[src/rtl/alu_pkg.sv]
`default_nettype none
// ============================================================================
// alu_pkg : opcode encoding and FSM states shared by the sequential ALU
// Rev 1.0 : initial release
// ============================================================================
package alu_pkg;

  localparam logic [2:0] OP_AND  = 3'b000;
  localparam logic [2:0] OP_ADD  = 3'b001;
  localparam logic [2:0] OP_SUB  = 3'b010;
  localparam logic [2:0] OP_XOR  = 3'b011;
  localparam logic [2:0] OP_NOR  = 3'b100;
  localparam logic [2:0] OP_OR   = 3'b101;
  localparam logic [2:0] OP_SLT  = 3'b110;
  localparam logic [2:0] OP_MULT = 3'b111;

  typedef enum logic [0:0] {
    ST_IDLE = 1'b0,
    ST_MUL  = 1'b1
  } state_t;

endpackage
`default_nettype wire

[src/rtl/mult_seq_nbit.sv]
`default_nettype none
// ============================================================================
// mult_seq_nbit : unsigned iterative shift-add multiplier, one bit per cycle
// Rev 1.0 : initial release
// ============================================================================
module mult_seq_nbit #(
  parameter int WIDTH = 32
) (
  input  logic               clk,
  input  logic               rst,
  input  logic               i_start,
  input  logic [WIDTH-1:0]   i_multiplicand,
  input  logic [WIDTH-1:0]   i_multiplier,
  output logic               o_last,
  output logic [2*WIDTH-1:0] o_product
);

  localparam int CNT_W = $clog2(WIDTH) + 1;
  localparam logic [CNT_W-1:0] c_cnt_init = CNT_W'(WIDTH);

  logic [WIDTH-1:0]   r_mcand;
  logic [2*WIDTH-1:0] r_acc;
  logic [CNT_W-1:0]   r_cnt;
  logic [WIDTH:0]     w_sum;
  logic [2*WIDTH-1:0] w_acc_next;

  // The multiplier lives in the low half of the accumulator: its LSB is
  // always r_acc[0], and product bits shift in from the top as it drains.
  assign w_sum      = {1'b0, r_acc[2*WIDTH-1:WIDTH]}
                    + (r_acc[0] ? {1'b0, r_mcand} : {(WIDTH+1){1'b0}});
  assign w_acc_next = {w_sum, r_acc[WIDTH-1:1]};

  always_ff @(posedge clk) begin
    if (rst) begin
      r_mcand <= '0;
      r_acc   <= '0;
      r_cnt   <= '0;
    end else if (i_start) begin
      r_mcand <= i_multiplicand;
      r_acc   <= {{WIDTH{1'b0}}, i_multiplier};
      r_cnt   <= c_cnt_init;
    end else if (r_cnt != '0) begin
      r_acc   <= w_acc_next;
      r_cnt   <= r_cnt - CNT_W'(1);
    end
  end

  assign o_last    = (r_cnt == CNT_W'(1));
  assign o_product = w_acc_next;

endmodule
`default_nettype wire

[src/rtl/alu_seq_nbit.sv]
`default_nettype none
// ============================================================================
// alu_seq_nbit : registered N-bit ALU with flags and multi-cycle unsigned MULT
// Rev 1.0 : initial release
// ============================================================================
module alu_seq_nbit
  import alu_pkg::*;
#(
  parameter int WIDTH = 32
) (
  input  logic             clock,
  input  logic             reset,
  input  logic             start,
  input  logic [2:0]       select,
  input  logic [WIDTH-1:0] value1,
  input  logic [WIDTH-1:0] value2,
  output logic             busy,
  output logic             done,
  output logic [WIDTH-1:0] result,
  output logic [WIDTH-1:0] result_hi,
  output logic             zero,
  output logic             carry,
  output logic             overflow
);

  state_t r_state;
  state_t w_state_next;

  logic               w_accept;
  logic               w_mul_start;
  logic               w_alu_start;
  logic               w_mul_last;
  logic [2*WIDTH-1:0] w_product;

  logic [WIDTH:0]     w_add;
  logic [WIDTH:0]     w_sub;
  logic [WIDTH-1:0]   w_res;
  logic               w_carry;
  logic               w_ovf;

  logic [WIDTH-1:0]   r_result;
  logic [WIDTH-1:0]   r_result_hi;
  logic               r_done;
  logic               r_zero;
  logic               r_carry;
  logic               r_ovf;

  assign w_accept    = (r_state == ST_IDLE) && start;
  assign w_mul_start = w_accept && (select == OP_MULT);
  assign w_alu_start = w_accept && (select != OP_MULT);

  mult_seq_nbit #(
    .WIDTH (WIDTH)
  ) u_mult (
    .clk            (clock),
    .rst            (reset),
    .i_start        (w_mul_start),
    .i_multiplicand (value1),
    .i_multiplier   (value2),
    .o_last         (w_mul_last),
    .o_product      (w_product)
  );

  // SUB is value1 + ~value2 + 1, so its carry-out means "no borrow".
  assign w_add = {1'b0, value1} + {1'b0, value2};
  assign w_sub = {1'b0, value1} + {1'b0, ~value2} + {{WIDTH{1'b0}}, 1'b1};

  always_comb begin
    w_res   = '0;
    w_carry = 1'b0;
    w_ovf   = 1'b0;
    case (select)
      OP_AND: w_res = value1 & value2;
      OP_ADD: begin
        w_res   = w_add[WIDTH-1:0];
        w_carry = w_add[WIDTH];
        w_ovf   = (value1[WIDTH-1] == value2[WIDTH-1]) &&
                  (w_add[WIDTH-1] != value1[WIDTH-1]);
      end
      OP_SUB: begin
        w_res   = w_sub[WIDTH-1:0];
        w_carry = w_sub[WIDTH];
        w_ovf   = (value1[WIDTH-1] != value2[WIDTH-1]) &&
                  (w_sub[WIDTH-1] != value1[WIDTH-1]);
      end
      OP_XOR: w_res = value1 ^ value2;
      OP_NOR: w_res = ~(value1 | value2);
      OP_OR:  w_res = value1 | value2;
      OP_SLT: w_res = {{(WIDTH-1){1'b0}}, ($signed(value1) < $signed(value2))};
      default: w_res = '0;
    endcase
  end

  always_ff @(posedge clock) begin
    if (reset) begin
      r_state <= ST_IDLE;
    end else begin
      r_state <= w_state_next;
    end
  end

  always_comb begin
    w_state_next = r_state;
    case (r_state)
      ST_IDLE: if (w_mul_start) w_state_next = ST_MUL;
      ST_MUL:  if (w_mul_last)  w_state_next = ST_IDLE;
      default: w_state_next = ST_IDLE;
    endcase
  end

  always_ff @(posedge clock) begin
    if (reset) begin
      r_result    <= '0;
      r_result_hi <= '0;
      r_done      <= 1'b0;
      r_zero      <= 1'b0;
      r_carry     <= 1'b0;
      r_ovf       <= 1'b0;
    end else begin
      r_done <= 1'b0;
      if (w_alu_start) begin
        r_result    <= w_res;
        r_result_hi <= '0;
        r_zero      <= (w_res == '0);
        r_carry     <= w_carry;
        r_ovf       <= w_ovf;
        r_done      <= 1'b1;
      end else if ((r_state == ST_MUL) && w_mul_last) begin
        r_result    <= w_product[WIDTH-1:0];
        r_result_hi <= w_product[2*WIDTH-1:WIDTH];
        r_zero      <= (w_product == '0);
        r_carry     <= 1'b0;
        r_ovf       <= 1'b0;
        r_done      <= 1'b1;
      end
    end
  end

  assign busy      = (r_state == ST_MUL);
  assign done      = r_done;
  assign result    = r_result;
  assign result_hi = r_result_hi;
  assign zero      = r_zero;
  assign carry     = r_carry;
  assign overflow  = r_ovf;

endmodule
`default_nettype wire

[config.mk]
export PLATFORM = sky130hd
export DESIGN_NAME = alu_seq_nbit
export DESIGN_NICKNAME = d
export VERILOG_FILES = /design/src/rtl/alu_pkg.sv /design/src/rtl/mult_seq_nbit.sv /design/src/rtl/alu_seq_nbit.sv
export SDC_FILE = /design/constraint.sdc
export NUM_CORES = 1
export LEC_CHECK = 0
export CORE_MARGIN = 1
export CORE_UTILIZATION = 40
export DETAILED_ROUTE_END_ITERATION = 6
export SLEW_MARGIN = 20
export SYNTH_ARGS = -nofsm -noshare
export SYNTH_HDL_FRONTEND = slang
export SYNTH_SLANG_ARGS = --single-unit
[constraint.sdc]
create_clock -name clock -period 3.6 [get_ports clock]
set_input_delay 0.36 -clock clock [delete_from_list [all_inputs] [get_ports clock]]
set_output_delay 0.36 -clock clock [all_outputs]
set_load 0.02 [all_outputs]
==> run_results.csv <==
group,metric,value,unit
run_status,status,"finished, violations left",
run_status,violations,"negative setup slack",
cells_and_area,antenna_cells,0,
timing,worstMarginPinSlew,1.11,ns
floorplanning,core_region_area,37000,sq um
cells_and_area,final_util,59.1,%
cells_and_area,multi_input_area,11200,sq um
critical_path,crit_fanout,9,
placement,post_dp_cell_area,20700,sq um
logic_synthesis,synth_area_leaders,"dfxtp_1 23%, ha_1 12%, a21oi_1 9.8%",
critical_path,arrival,4.16,ns
routing,drc,0,
logic_synthesis,synth-edff-count,0,
power_and_ir_drop,internal_power,0.00449,W
min_path,hp-start,"value2[0]",
cells_and_area,nNetsFinal,2882,
routing,wl,67700,microns
global_routing,grt_pass1_vias,17500,
floorplanning,die_area,38600,sq um
power_and_ir_drop,irDropWorstVdd,0.350,mV
cells_and_area,final_common_cell,"buf_4",
logic_synthesis,ys_async_sr_fraction,0,%
clocking,clockRootBuffer,"clkbuf_16",
floorplanning,rows,70,
timing,min_period_over_period,105,%
cells_and_area,fillers,3574,
critical_path,reg2reg_slack,-0.18,ns
logic_synthesis,ys_seq_area_share,22.6,%
timing,hold_viol,0,
floorplanning,dieWidth,197,microns
logic_synthesis,yosys_warnings,0,
cells_and_area,stdcell_area,21900,sq um
critical_path,cp-start-kind,"flop",
power_and_ir_drop,leakagePower,9.44,nW
critical_path,reg2reg_to,"zero$_SDFFE_PP0P_",
run,maxCapViolations,0,
placement,port_buffers,138,
critical_path,crit_path_start,"u_mult.r_acc[0]$_SDFFE_PP0P_",
power_and_ir_drop,pwr-share-clk,23.8,%
power_and_ir_drop,combPwrFrac,47.5,%
clocking,clock_path_buffers,2,
cells_and_area,areaGrowthSynthToFinish,44.3,%
routing,drt-initial-drc-count,1871,
routing,drtPass1Iterations,7,
cells_and_area,layout_common_cells,"529 x buf_4, 300 x nand2_1, 285 x a21oi_1",
critical_path,endpoint_kind,"flop",
placement,globalplace.congestion,0.951,
timing,fmax,264,MHz
clocking,numCtsBuffers,17,
floorplanning,die_h,197,microns
floorplanning,start_util,41.0,%
clocking,tritoncts,"done",
logic_synthesis,syn_area_per_cell,7.17,sq um
logic_synthesis,yosysTopAreaCellShare,22.6,%
routing,routed_via_density,5.68,
critical_path,worstSetupPathType,"flop to flop",
critical_path,crit_required,3.98,ns
logic_synthesis,ys_ff_latch,171,
timing,setup_viol_count_final,1,
timing,setup_ws,-0.181,ns
routing,routedWlPerCell,21.3,microns
clocking,cts.clk_slew.worst_paths,0.07,ns
critical_path,rr_startpoint,"u_mult.r_acc[0]$_SDFFE_PP0P_",
logic_synthesis,synth_ff_type,"dfxtp_1",
global_routing,grt_pass1_wl,103000,microns
power_and_ir_drop,power,0.00761,W
timing,grt_setup_unrepaired,"yes",
min_path,hold_depth,3,
routing,num_vias,18100,
logic_synthesis,ys_types,105,
routing,ant_nets,0,
power_and_ir_drop,seqPwrFrac,28.8,%
timing,whs,0.290,ns
floorplanning,io_pins,139,
logic_synthesis,netlist_area,15100,sq um
global_routing,grt_max_degree,104,
critical_path,r2r_cells,17,
clocking,htreeDepth,4,
logic_synthesis,synth_cells,2112,
min_path,hold_path_class,"input pin to flop",
power_and_ir_drop,swShare,41.0,%
critical_path,endpoint,"zero$_SDFFE_PP0P_",
cells_and_area,seq_area,3430,sq um
power_and_ir_drop,pwr_density_cell,348,nW/um^2
clocking,clock_sinks,171,
global_routing,overflow,0,
cells_and_area,drive_gt1_share,26.7,%
placement,dp_hpwl,53800,microns
timing,fin_crit,3.78,ns
power_and_ir_drop,p_sw,0.00312,W
global_routing,grt_antenna_before_repair,1,
timing,fin_worst_skew,0.0103,ns
global_routing,track_usage,34.8,%
clocking,clkLatencyLatePin,0.44,ns
timing,maxSlewViolCount,0,
logic_synthesis,syn_nets,2326,
timing,slew_headroom,25.9,%
logic_synthesis,synth_area_leader_cell,"dfxtp_1",
-- power by group through the flow --
| stage | logic [W] | clock network [W] | registers (W) |
|---|---|---|---|
| after global placement | 0.00341 | 0 | 0.00222 |
| after detailed placement | 0.00343 | 0 | 0.00222 |
| after global routing | 0.00386 | 0.00190 | 0.00220 |
| after CTS | 0.00349 | 0.00183 | 0.00218 |
| after floorplan | 0.00177 | 0 | 0.00222 |
| final | 0.00361 | 0.00181 | 0.00219 |
-- state kept, by name (all words and copies together) (netlist names) --
signal,flops
u_mult.r_acc,64
result,32
result_hi,32
u_mult.r_mcand,32
u_mult.r_cnt,6
busy,1
carry,1
done,1
overflow,1
zero,1
-- cells in the mapped netlist, types with 10 or more instances --
cell type / n
nor3_1: 33
o31ai_1: 18
and2_1: 40
o221ai_1: 11
inv_1: 119
nand2b_1: 21
buf_2: 24
o211ai_1: 19
o21ai_0: 82
or3_1: 14
nor2_1: 201
a22oi_1: 30
a221oi_1: 13
xnor2_1: 29
a21oi_1: 298
a211oi_1: 39
o21bai_1: 15
nand3_1: 37
and3_1: 12
a21o_1: 22
o22ai_1: 19
o21a_1: 14
mux2i_1: 36
nand2_1: 301
ha_1: 141
nor2b_1: 12
a31oi_1: 20
nor4_1: 21
nand4_1: 20
buf_1: 10
xor2_1: 10
dfxtp_1: 171
clkbuf_1: 100
-- stage by stage --
stage                     setup TNS (ns)  setup WS (ns)  std cells
after floorplan                        0         0.0556       2112
after global placement             -8.81         -0.752       3144
after detailed placement          -10.64         -0.753       3144
after CTS                         -0.190         -0.190       3177
after global routing              -0.487         -0.364       3184
final                             -0.181         -0.181       3184
-- worst max-delay path, stage by stage (launching register included) --
cell      delay, ns
dfxtp_4        0.36
buf_4          0.15
buf_4          0.15
and2_1         0.16
ha_1           0.28
buf_4          0.17
a21oi_2        0.14
o21ai_1        0.10
a31oi_2        0.20
o41ai_4        0.14
buf_4          0.16
o311a_1        0.34
o211ai_1       0.17
nand3b_1       0.15
nand3b_1       0.20
nor4_2         0.21
or4b_4         0.54
o211ai_2       0.08
-- per-layer routing --
layer	part of all wire [%]	vias to the layer above	track usage [%]
li1	-	8644	-
met1	43	8612	45.7
met2	47	708	59.3
met3	6.7	118	4.11
met4	2.9	0	10.5
met5	0	-	0
-- worst min path at each step --
stage	to	slack (ns)
6_report	u_mult.r_acc[0]$_SDFFE_PP0P_	0.29
5_1_grt	u_mult.r_acc[0]$_SDFFE_PP0P_	0.33
4_1_cts	u_mult.r_mcand[5]$_SDFFE_PP0P_	0.45
3_5_place_dp	u_mult.r_mcand[5]$_SDFFE_PP0P_	0.44
3_3_place_gp	u_mult.r_mcand[17]$_SDFFE_PP0P_	0.44
2_1_floorplan	u_mult.r_mcand[0]$_SDFFE_PP0P_	0.43
-- what timing repair did --
item / in CTS / in global routing
endpoints found under the setup margin: 14 / 25
setup buffers: 2 / 7
gates cloned: 0 / 0
hold buffers: 0 / 0
pin swaps: 12 / 25
resized for setup: 42 / 68
-- final cells by class --
cell class                 count  share of cell area, %
timing repair buffer         678                   25.4
inverter                     121                   2.10
sequential                   171                   15.7
clock buffer                  17                   1.95
tap                          504                   2.89
multi-input combinational   1679                   51.3
clock inverter                14                  0.613
-- cells by family (layout without fill, tap and decap cells) --
| group | Yosys count | count (layout) | share of synthesized area [%] |
|---|---|---|---|
| simple gates | 754 | 754 | 23.1 |
| compound gates | 699 | 699 | 30.0 |
| buf+inv | 262 | 830 | 6.94 |
| flops | 171 | 171 | 22.6 |
| fa+ha+maj | 144 | 144 | 12.0 |
| mux | 43 | 43 | 2.97 |
| xor+xnor | 39 | 39 | 2.26 |
No activity file was read; power rests on OpenSTA's default activity.
